### src/rtl/global_load_unit.sv
// global_load_unit: fetch/execute stage feeding the global register file.
// Runs a private program of LDI / NOP / HALT from its own instruction port,
// one instruction per scheduler step credit, and emits a one-cycle write
// strobe for each LDI.
module global_load_unit #(
    parameter int DATA_WIDTH  = 16,
    parameter int PC_WIDTH    = 8,
    parameter int MAX_CREDITS = 4
) (
    input  logic                  clk,
    input  logic                  reset,
    input  logic                  start,
    input  logic                  step_valid,
    output logic                  step_ready,
    output logic                  imem_req,
    output logic [PC_WIDTH-1:0]   imem_addr,
    input  logic                  imem_ack,
    input  logic [DATA_WIDTH+7:0] imem_data,
    output logic                  glob_reg_write_en,
    output logic [3:0]            glob_reg_write_addr,
    output logic [DATA_WIDTH-1:0] glob_reg_write_data,
    output logic [PC_WIDTH-1:0]   pc,
    output logic                  busy,
    output logic                  done,
    output logic                  err
);

    localparam int CW = $clog2(MAX_CREDITS + 1);
    localparam logic [CW-1:0] CREDIT_MAX = CW'(MAX_CREDITS);

    localparam logic [3:0] OP_NOP  = 4'h0;
    localparam logic [3:0] OP_LDI  = 4'h1;
    localparam logic [3:0] OP_HALT = 4'hF;

    typedef enum logic [1:0] {
        S_IDLE   = 2'd0,
        S_FETCH  = 2'd1,
        S_EXEC   = 2'd2,
        S_HALTED = 2'd3
    } state_t;

    state_t                state_reg, state_next;
    logic [PC_WIDTH-1:0]   pc_reg, pc_next;
    logic [CW-1:0]         credits_reg, credits_next;
    logic [DATA_WIDTH+7:0] instr_reg, instr_next;
    logic                  wrap_reg, wrap_next;
    logic                  err_reg, err_next;

    logic [3:0]            opcode;
    logic                  accept;
    logic                  fetch_fire;

    assign opcode = instr_reg[DATA_WIDTH+7:DATA_WIDTH+4];

    // State register; async reset also drops imem_req at once since it is decoded from state.
    always_ff @(posedge clk or negedge reset) begin
        if (!reset) begin
            state_reg   <= S_IDLE;
            pc_reg      <= '0;
            credits_reg <= '0;
            instr_reg   <= '0;
            wrap_reg    <= 1'b0;
            err_reg     <= 1'b0;
        end else begin
            state_reg   <= state_next;
            pc_reg      <= pc_next;
            credits_reg <= credits_next;
            instr_reg   <= instr_next;
            wrap_reg    <= wrap_next;
            err_reg     <= err_next;
        end
    end

    // Next-state, credit accounting and output decode.
    always_comb begin
        state_next          = state_reg;
        pc_next             = pc_reg;
        credits_next        = credits_reg;
        instr_next          = instr_reg;
        wrap_next           = wrap_reg;
        err_next            = err_reg;
        glob_reg_write_en   = 1'b0;
        glob_reg_write_addr = '0;
        glob_reg_write_data = '0;

        step_ready = (credits_reg < CREDIT_MAX);
        accept     = step_valid && step_ready;
        // A fetch is only ever requested against a banked credit.
        imem_req   = (state_reg == S_FETCH) && (credits_reg != '0);
        imem_addr  = imem_req ? pc_reg : '0;
        fetch_fire = imem_req && imem_ack;

        // Step in and fetch out in the same cycle cancel each other.
        if (accept && !fetch_fire) begin
            credits_next = credits_reg + 1'b1;
        end else if (fetch_fire && !accept) begin
            credits_next = credits_reg - 1'b1;
        end

        case (state_reg)
            S_IDLE: begin
                if (start) begin
                    pc_next    = '0;
                    err_next   = 1'b0;
                    state_next = S_FETCH;
                end
            end
            S_FETCH: begin
                if (fetch_fire) begin
                    instr_next = imem_data;
                    pc_next    = pc_reg + 1'b1;
                    // Remember that the address space is exhausted after this one.
                    wrap_next  = (pc_reg == {PC_WIDTH{1'b1}});
                    state_next = S_EXEC;
                end
            end
            S_EXEC: begin
                if (opcode == OP_LDI) begin
                    glob_reg_write_en   = 1'b1;
                    glob_reg_write_addr = instr_reg[DATA_WIDTH+3:DATA_WIDTH];
                    glob_reg_write_data = instr_reg[DATA_WIDTH-1:0];
                end
                if (opcode != OP_LDI && opcode != OP_NOP && opcode != OP_HALT) begin
                    err_next = 1'b1;
                end
                if (opcode == OP_HALT || wrap_reg) begin
                    state_next = S_HALTED;
                end else begin
                    state_next = S_FETCH;
                end
            end
            S_HALTED: begin
                if (start) begin
                    pc_next    = '0;
                    err_next   = 1'b0;
                    state_next = S_FETCH;
                end
            end
            default: state_next = S_IDLE;
        endcase

        pc   = pc_reg;
        busy = (state_reg == S_FETCH) || (state_reg == S_EXEC);
        done = (state_reg == S_HALTED);
        err  = err_reg;
    end

endmodule

### config.mk
export PLATFORM = sky130hd
export DESIGN_NAME = global_load_unit
export DESIGN_NICKNAME = d
export VERILOG_FILES = /design/src/rtl/global_load_unit.sv
export SDC_FILE = /design/constraint.sdc
export NUM_CORES = 1
export LEC_CHECK = 0
export CAP_MARGIN = 30
export CORE_MARGIN = 1.5
export CORE_UTILIZATION = 50
export CTS_BUF_LIST = sky130_fd_sc_hd__clkbuf_4 sky130_fd_sc_hd__clkbuf_8
export DETAILED_ROUTE_END_ITERATION = 8
export PLACE_DENSITY = 0.84
export SYNTH_ARGS = -nofsm -noshare
export SYNTH_HDL_FRONTEND = slang
export SYNTH_SLANG_ARGS = --single-unit
### constraint.sdc
create_clock -name clk -period 3.6 [get_ports clk]
set_clock_uncertainty 0.05 [all_clocks]
set_input_delay 0.36 -clock clk [delete_from_list [all_inputs] [get_ports clk]]
set_output_delay 0.36 -clock clk [all_outputs]
set_load 0.005 [all_outputs]
==> impl_metrics.yaml, run 1 <==
power_and_ir_drop:
  ir_drop_mv: 0.5034
  p_leak_nw: 1.236
  p_per_area_nw_per_um2: 652.2
critical_path:
  cp-end-kind: "primary output"
  crit_type: "register to primary output"
  crit_chain: "nor3_1 -> and3_1 -> and2_1 -> clkdlybuf4s50_1"
  arrival_ns: 2.20
  startpoint_type: "register"
  cp_num_buf_inv: 1
  path_delay_family: "simple AND/OR/NAND/NOR gates"
  required_ns: 3.19
  cp_max_fo: 21
  cp_slowest_cell: "and3_1"
  slowest_delay_ns: 0.54
clock_network:
  postCtsHoldBufs: 0
  clk_path_buf_depth: 2
  h-tree-depth: 2
  path_clk_slew_ns: 0.07
  clkLatencyLatePin_ns: 0.29
  postCtsSetupRepairBufs: 0
  cts_tree: "done"
  cts_made_buffers: 5
  root_buffer: "clkbuf_8"
  cts_resized: 0
  clkSinkCount: 39
sta:
  clock.fmax_mhz: 382.9
  finalSetupViolCount: 0
  final-max-slew-violation-count: 0
  fin_setup_tns_ns: 0
  slew_headroom_pct: 45.05
  holdWs_ns: 0.1159
  grt_setup_unrepaired: "no"
  worst_pin_slew_ns: 0.8243
  finalCriticalPeriod_ns: 2.612
  finalCritPeriodShare_pct: 72.55
  final_hold_viol_count: 0
global_routing:
  gr-total-overflow: 0
  antenna_found_initial: 0
  grt_pass1_vias: 1483
  grt_usage_pct: 19.68
  grt_first_pass_wirelength_um: 6568
  grt_max_degree: 40
floorplan:
  die_area_um2: 4466
  die_x_um: 66.83
  die_h_um: 66.83
  initial_core_util_pct: 51.29
  num_rows: 23
  ioPinCount: 71
  core_region_area_um2: 3971
layout:
  final_core_util_pct: 71.93
  fin_nets: 283
  n_antenna_cell: 0
  layout_commonest_cell: "clkdlybuf4s50_1"
  n_fill_cell: 322
  drive_above_1_share_pct: 7.229
  mostFrequentLayoutCells: "69 x clkdlybuf4s50_1, 39 x dfrtp_1, 30 x and2_1"
  largest_reg_flops: 24
  area_growth_pct: 40.23
placed_design:
  place_congestion: 0.8175
  port_buffers: 70
  dp.final_hpwl_um: 2946
yosys:
  synth_top_family_by_area: "simple AND/OR/NAND/NOR gates"
  yosys_register_bits: 39
  synth_area_um2: 2037
  syn_inst: 178
  syn_avg_cell_area_um2: 11.44
  synth_fa_ha_area_share_pct: 4.054
  syn_nets: 213
  synth_compound_area_share_pct: 9.582
  synth-simple-area-share_pct: 18.73
  synth-xor-area-share_pct: 1.290
  synth.distinct_cells: 42
  synthMuxAreaShare_pct: 13.82
  ys_warn_count: 0
  yosysSeqAreaShare_pct: 47.91
detailed_routing:
  wl_per_cell_um: 13.78
  vias: 1606
  ant_nets: 0
  drc: 0
  vias_per_cell: 5.371
  drtIter0Drc: 75
  routed_wl_um: 4119
  drtPass1Iterations: 4
hold_path:
  worst_hold_path_type: "input pin to asynchronous set/reset pin"
run:
  drv_cap: 0
outcome:
  status: "finished, final reports clean"
[routing by layer]
metal	vias up	share of wire, %	GRT usage (%)
met5	-	0	0
met4	0	1.3	6.122
met3	7	9.0	5.236
met2	77	45	31.50
met1	756	45	26.14
li1	766	-	-
[area by class of cell]
class	count	area, µm²	area share [%]
sequential	39	975.9	34.17
clock inverter	2	35.03	1.226
timing repair buffer	71	703.2	24.62
inverter	8	30.03	1.051
tap	50	62.56	2.190
multi-input combinational	123	967.2	33.86
clock buffer	6	82.58	2.891
[path summary, 6_finish.rpt]
| path | startpoint | end | slack (ns) | cells after the start |
|---|---|---|---|---|
| max in group asynchronous | reset | instr_reg[13] | 2.86 | 1 |
| hold / removal | reset | instr_reg[10] | 0.12 | 1 |
| min in group clk | instr_reg[17] | instr_reg[17] | 0.43 | 1 |
| setup reg to reg | state_reg[1] | credits_reg[1] | 1.33 | 8 |
| setup / recovery | instr_reg[21] | glob_reg_write_addr[0] | 0.99 | 4 |
| hold reg to reg | instr_reg[17] | instr_reg[17] | 0.43 | 1 |
[cells by family (layout without fill, tap and decap cells)]
| kind of cell | count (synthesis) | after routing |
|---|---|---|
| AND/OR/NAND/NOR | 65 | 65 |
| XOR/XNOR | 3 | 3 |
| buffers and inverters | 16 | 87 |
| flip-flops | 39 | 39 |
| adder cells (fa/ha/maj) | 6 | 6 |
| AO/OA/AOI/OAI | 24 | 24 |
| multiplexers | 25 | 25 |
[synthesized netlist by cell type, drive strengths merged]
library cell  number  area share, %
buf                5            2.6
a221o              1           0.49
clkbuf             3           0.55
o41ai              1           0.80
nor2               1           0.18
fa                 1           0.98
o31ai              1           0.61
ha                 5            3.1
o21ai              6            1.5
and3               4            1.2
nand2b             1           0.31
and2b              1           0.43
nand4              3           0.92
xor2               1           0.43
o311ai             1           0.43
nor4               3           0.92
a311oi             1           0.43
nor2b              2           0.61
a22o               1           0.43
nor3               2           0.49
a21oi              2           0.49
mux2              25             14
a21boi             1           0.37
o21bai             2           0.74
o31a               1           0.86
a211o              2           0.86
and2              30            9.2
o22ai              1           0.31
nor3b              1           0.37
nor4b              1           0.43
a311o              1           0.49
inv                8            1.5
and4               1           0.43
nand3              5            1.2
dfrtp             39             48
a21o               2           0.80
xnor2              2           0.86
nand2             10            2.0
[report_power, final]
group / internal [mW] / switching (mW)
sequential: 0.629 / 0.137
combinational: 0.393 / 0.337
clock: 0.224 / 0.144
total: 1.25 / 0.617
[per-stage QoR]
stage / setup slack, ns / total power, mW / instance area, µm² / std cells
floorplan: 1.376 / 1.248 / 2037 / 178
CTS: 0.9296 / 1.888 / 2856 / 299
finish: 0.9883 / 1.863 / 2856 / 299
detailed placement: 1.254 / 1.511 / 2739 / 291
global placement: 1.263 / 1.483 / 2739 / 291
global route: 0.7940 / 2.001 / 2856 / 299
No activity file was read; power rests on OpenSTA's default activity.
==> run 2: changes to the inputs <==
--- a/config.mk
+++ b/config.mk
@@ -7,10 +7,10 @@
 export LEC_CHECK = 0
 export CAP_MARGIN = 30
 export CORE_MARGIN = 1.5
-export CORE_UTILIZATION = 50
+export CORE_UTILIZATION = 47
 export CTS_BUF_LIST = sky130_fd_sc_hd__clkbuf_4 sky130_fd_sc_hd__clkbuf_8
 export DETAILED_ROUTE_END_ITERATION = 8
-export PLACE_DENSITY = 0.84
+export PLACE_DENSITY = 0.8
 export SYNTH_ARGS = -nofsm -noshare
 export SYNTH_HDL_FRONTEND = slang
 export SYNTH_SLANG_ARGS = --single-unit
==> constraint.sdc (replaced) <==
create_clock -name clk -period 2.7 [get_ports clk]
set_clock_uncertainty 0.05 [all_clocks]
set_input_delay 0.27 -clock clk [delete_from_list [all_inputs] [get_ports clk]]
set_output_delay 0.27 -clock clk [all_outputs]
set_load 0.005 [all_outputs]
==> run 2 against run 1 <==
Global-route usage is 0.48 points lower. Non-clock buffer count stayed put. Register-to-register slack worse by 0.92 ns. Largest cell class unchanged. Core utilization is 2.0 points lower. Sequential cell count stayed put. Routed wire length is 2.8% higher. Critical path depth is 1 higher. Final area hardly changed. Final cell count stayed put.
==> impl_metrics.yaml, run 2 (synthesis gave the netlist of run 1 again) <==
outcome:
  status: "finished, final reports clean"
sta:
  finalSetupViolCount: 0
  fin_setup_tns_ns: 0
  worst_pin_slew_ns: 0.8417
  finalCritPeriodShare_pct: 88.76
  grt_setup_unrepaired: "no"
  final_hold_viol_count: 0
  slew_headroom_pct: 43.89
  final-max-slew-violation-count: 0
  finalCriticalPeriod_ns: 2.397
  clock.fmax_mhz: 417.3
critical_path:
  timing.rr.end: "credits_reg[1]"
  rr_startpoint: "state_reg[1]"
  arrival_ns: 2.08
  startpoint_type: "register"
  r2r_cells: 8
  r2r_setup_slack_ns: 0.41
  crit_type: "register to primary output"
  cp-end-kind: "primary output"
  cp_max_fo: 21
  required_ns: 2.38
floorplan:
  die_area_um2: 4738
  num_rows: 23
  die_h_um: 68.83
  core_region_area_um2: 4086
  die_x_um: 68.83
  ioPinCount: 71
  initial_core_util_pct: 49.85
global_routing:
  grt_max_degree: 40
  grt_pass1_vias: 1436
  gr-total-overflow: 0
  antenna_found_initial: 0
  grt_first_pass_wirelength_um: 6644
  grt_usage_pct: 19.21
detailed_routing:
  vias: 1581
  drc: 0
  drtPass1Iterations: 4
  ant_nets: 0
  routed_wl_um: 4235
  wl_per_cell_um: 14.16
  vias_per_cell: 5.288
  drtIter0Drc: 44
clock_network:
  root_buffer: "clkbuf_8"
  path_clk_slew_ns: 0.07
  clkLatencyLatePin_ns: 0.29
  cts_made_buffers: 5
  postCtsHoldBufs: 0
  postCtsSetupRepairBufs: 0
  h-tree-depth: 2
  cts_resized: 0
  clk_path_buf_depth: 2
  clkSinkCount: 39
  cts_tree: "done"
layout:
  instances_no_fill: 299
  mostFrequentLayoutCells: "69 x clkdlybuf4s50_1, 39 x dfrtp_1, 30 x and2_1"
  largest_reg_flops: 24
  final_cell_area_um2: 2858
  layout_commonest_cell: "clkdlybuf4s50_1"
  n_fill_cell: 335
  area_growth_pct: 40.29
  fin_nets: 283
  n_antenna_cell: 0
  drive_above_1_share_pct: 7.631
placed_design:
  dp.final_hpwl_um: 2977
  port_buffers: 70
  dpl.cell_count: 291
  place_congestion: 0.8204
  placed_area_um2: 2739
power_and_ir_drop:
  ir_drop_mv: 0.6403
  p_per_area_nw_per_um2: 873.5
  p_leak_nw: 1.235
run:
  drv_cap: 0
hold_path:
  worst_hold_path_type: "input pin to asynchronous set/reset pin"
## run 2: changes by cell type in the layout (fill, tap and decap cells not counted)
| cell | previous run | this run |
|---|---|---|
| and3_2 | 0 | 1 |
| and3_1 | 4 | 3 |
## run 2: worst max-delay path by stage
stage                   from                 endpoint  slack, ns  cells past startpoint
2_1_floorplan   state_reg[1]           credits_reg[1]       0.48                     10
3_3_place_gp   instr_reg[21]   glob_reg_write_data[3]       0.46                      4
3_5_place_dp    state_reg[1]           credits_reg[1]       0.42                      8
4_1_cts         state_reg[0]   glob_reg_write_data[5]        0.1                      5
5_1_grt        instr_reg[21]  glob_reg_write_data[14]       0.16                      4
6_report        state_reg[0]   glob_reg_write_data[5]       0.30                      5
## run 2: power by group
group,total [mW],internal [mW],switching (mW)
registers,1.02,0.838,0.185
clock network,0.503,0.299,0.205
logic,0.970,0.522,0.448
total,2.50,1.66,0.837
## run 2: stage by stage
stage	util, %	setup slack, ns	power (mW)	hold WS, ns
floorplan	-	0.4758	1.664	-0.07559
global placement	67.02	0.4649	1.976	0.3773
detailed placement	67.02	0.4210	2.016	0.3814
CTS	69.90	0.09952	2.527	0.06022
global route	69.93	0.1625	2.683	0.1000
finish	69.93	0.3035	2.496	0.03085
## run 2: final cells by class
cell class	count	area [µm²]	area share (%)
Tap cell	50	62.56	2.189
Clock buffer	6	82.58	2.890
Clock inverter	2	35.03	1.226
Inverter	8	30.03	1.051
Timing Repair Buffer	71	703.2	24.61
Sequential cell	39	975.9	34.15
Multi-Input combinational cell	123	968.4	33.89
## run 2: routing by layer
| metal | up-vias | GRT usage, % | part of all wire, % |
|---|---|---|---|
| li1 | 762 | - | - |
| met3 | 10 | 6.169 | 9.0 |
| met5 | - | 0 | 0 |
| met2 | 71 | 29.69 | 43 |
| met1 | 738 | 24.82 | 45 |
| met4 | 0 | 8.088 | 2.2 |
## run 2: critical path: stages (launching register included)
cell and delay, ns:
dfrtp_1 0.42, inv_1 0.08, ha_1 0.21, and3_2 0.39, and2_1 0.18, clkdlybuf4s50_1 0.51
==> run 3: changes to the inputs <==
--- a/config.mk
+++ b/config.mk
@@ -10,7 +10,7 @@
 export CORE_UTILIZATION = 47
 export CTS_BUF_LIST = sky130_fd_sc_hd__clkbuf_4 sky130_fd_sc_hd__clkbuf_8
 export DETAILED_ROUTE_END_ITERATION = 8
-export PLACE_DENSITY = 0.8
+export PLACE_DENSITY = 0.81
 export SYNTH_ARGS = -nofsm -noshare
 export SYNTH_HDL_FRONTEND = slang
 export SYNTH_SLANG_ARGS = --single-unit
==> run 3 against run 2 <==
Maximum frequency increased by 1.1%. Sequential share of layout area up 0.17 points. Final area is 0.48% lower. Largest cell class unchanged. Largest power group unchanged. Highest routed layer unchanged.
==> impl_metrics.yaml, run 3 (synthesis gave the netlist of run 1 again) <==
outcome:
  status: "finished, final reports clean"
placed_design:
  port_buffers: 70
  placed_area_um2: 2739
  place_congestion: 0.8696
  dp_slack_ns: 0.4473
  dp.final_hpwl_um: 3110
  dpl.cell_count: 291
layout:
  final_cell_area_um2: 2844
  mostFrequentLayoutCells: "69 x clkdlybuf4s50_1, 39 x dfrtp_1, 30 x and2_1"
  drive_above_1_share_pct: 7.631
  largest_reg_flops: 24
  instances_no_fill: 299
  n_fill_cell: 346
  n_antenna_cell: 0
  area_growth_pct: 39.62
  fin_nets: 283
  final_core_util_pct: 69.60
  layout_commonest_cell: "clkdlybuf4s50_1"
critical_path:
  timing.rr.end: "credits_reg[1]"
  required_ns: 2.38
  cp_max_fo: 21
  cp_num_buf_inv: 1
  cp-end-kind: "primary output"
  cp_slowest_cell: "clkdlybuf4s50_1"
  arrival_ns: 2.05
  r2r_cells: 8
  crit_chain: "nor3_1 -> and3_2 -> and2_1 -> clkdlybuf4s50_1"
  path_delay_family: "simple AND/OR/NAND/NOR gates"
  crit_type: "register to primary output"
  startpoint_type: "register"
  r2r_setup_slack_ns: 0.44
  rr_startpoint: "state_reg[1]"
  slowest_delay_ns: 0.49
sta:
  finalCriticalPeriod_ns: 2.371
  final_hold_viol_count: 0
  slew_headroom_pct: 43.92
  finalSetupViolCount: 0
  clock.fmax_mhz: 421.8
  final-max-slew-violation-count: 0
  holdWs_ns: 0.03082
  grt_setup_unrepaired: "no"
  worst_pin_slew_ns: 0.8412
  fin_setup_tns_ns: 0
  setup_slack_ns: 0.3292
  finalCritPeriodShare_pct: 87.81
detailed_routing:
  drtIter0Drc: 74
  routed_wl_um: 4411
  ant_nets: 0
  vias_per_cell: 5.268
  wl_per_cell_um: 14.75
  vias: 1575
  drtPass1Iterations: 4
  drc: 0
floorplan:
  num_rows: 23
  ioPinCount: 71
  core_region_area_um2: 4086
  die_h_um: 68.83
  die_area_um2: 4738
  die_x_um: 68.83
  initial_core_util_pct: 49.85
power_and_ir_drop:
  p_leak_nw: 1.224
  p_per_area_nw_per_um2: 857.9
  ir_drop_mv: 0.6334
  power_mw: 2.440
clock_network:
  postCtsSetupRepairBufs: 0
  cts_tree: "done"
  cts_made_buffers: 5
  clkSinkCount: 39
  clk_path_buf_depth: 2
  cts_resized: 0
  root_buffer: "clkbuf_8"
  clkLatencyLatePin_ns: 0.29
  postCtsHoldBufs: 0
  path_clk_slew_ns: 0.07
  h-tree-depth: 2
global_routing:
  grt_pass1_vias: 1522
  grt_max_degree: 40
  grt_usage_pct: 20.26
  antenna_found_initial: 0
  gr-total-overflow: 0
  grt_first_pass_wirelength_um: 6969
hold_path:
  worst_hold_path_type: "input pin to asynchronous set/reset pin"
run:
  drv_cap: 0
run 3: cell types whose count changed in the layout (fill, tap and decap cells not counted), sizes merged:
cell / change
clkinvlp: +1
clkbuf: +1
clkinv: -1
bufinv: -1
run 3: worst reg2reg max path, cell delays in order (launching register included):
cell	delay, ns
dfrtp_1	0.42
inv_1	0.07
ha_1	0.35
o31a_4	0.26
nand2_2	0.07
ha_1	0.20
inv_1	0.07
fa_1	0.40
mux2_2	0.26
run 3: worst max-delay path by stage:
stage                        startpoint                       to  slack, ns  cells past startpoint
final                     instr_reg[21]   glob_reg_write_data[3]       0.33                      4
after global routing      instr_reg[21]  glob_reg_write_data[14]       0.14                      4
after CTS                 instr_reg[21]   glob_reg_write_data[2]       0.13                      4
after detailed placement   state_reg[1]           credits_reg[1]       0.45                      8
after global placement    instr_reg[21]   glob_reg_write_data[9]       0.47                      4
after floorplan            state_reg[1]           credits_reg[1]       0.48                     10
run 3: routing by layer:
layer	wire, µm	global-route usage [%]	part of all wire [%]
met5	0	0	0
met4	30	8.088	0.68
met3	319	5.519	7.2
met2	2051	33.65	46
met1	2009	24.97	46
run 3: layout make-up:
| cell class | count | area [µm²] | share of cell area, % |
|---|---|---|---|
| tap | 50 | 62.56 | 2.200 |
| multi-input combinational | 123 | 968.4 | 34.05 |
| timing repair buffer | 71 | 703.2 | 24.72 |
| inverter | 8 | 30.03 | 1.056 |
| sequential | 39 | 975.9 | 34.32 |
| clock inverter | 1 | 7.507 | 0.2640 |
| clock buffer | 7 | 96.34 | 3.388 |
run 3: power by group:
part	leakage (nW)	internal, mW	switching [mW]
combinational	0.697	0.523	0.454
sequential	0.477	0.839	0.193
clock	0.0505	0.232	0.199
total	1.22	1.59	0.846
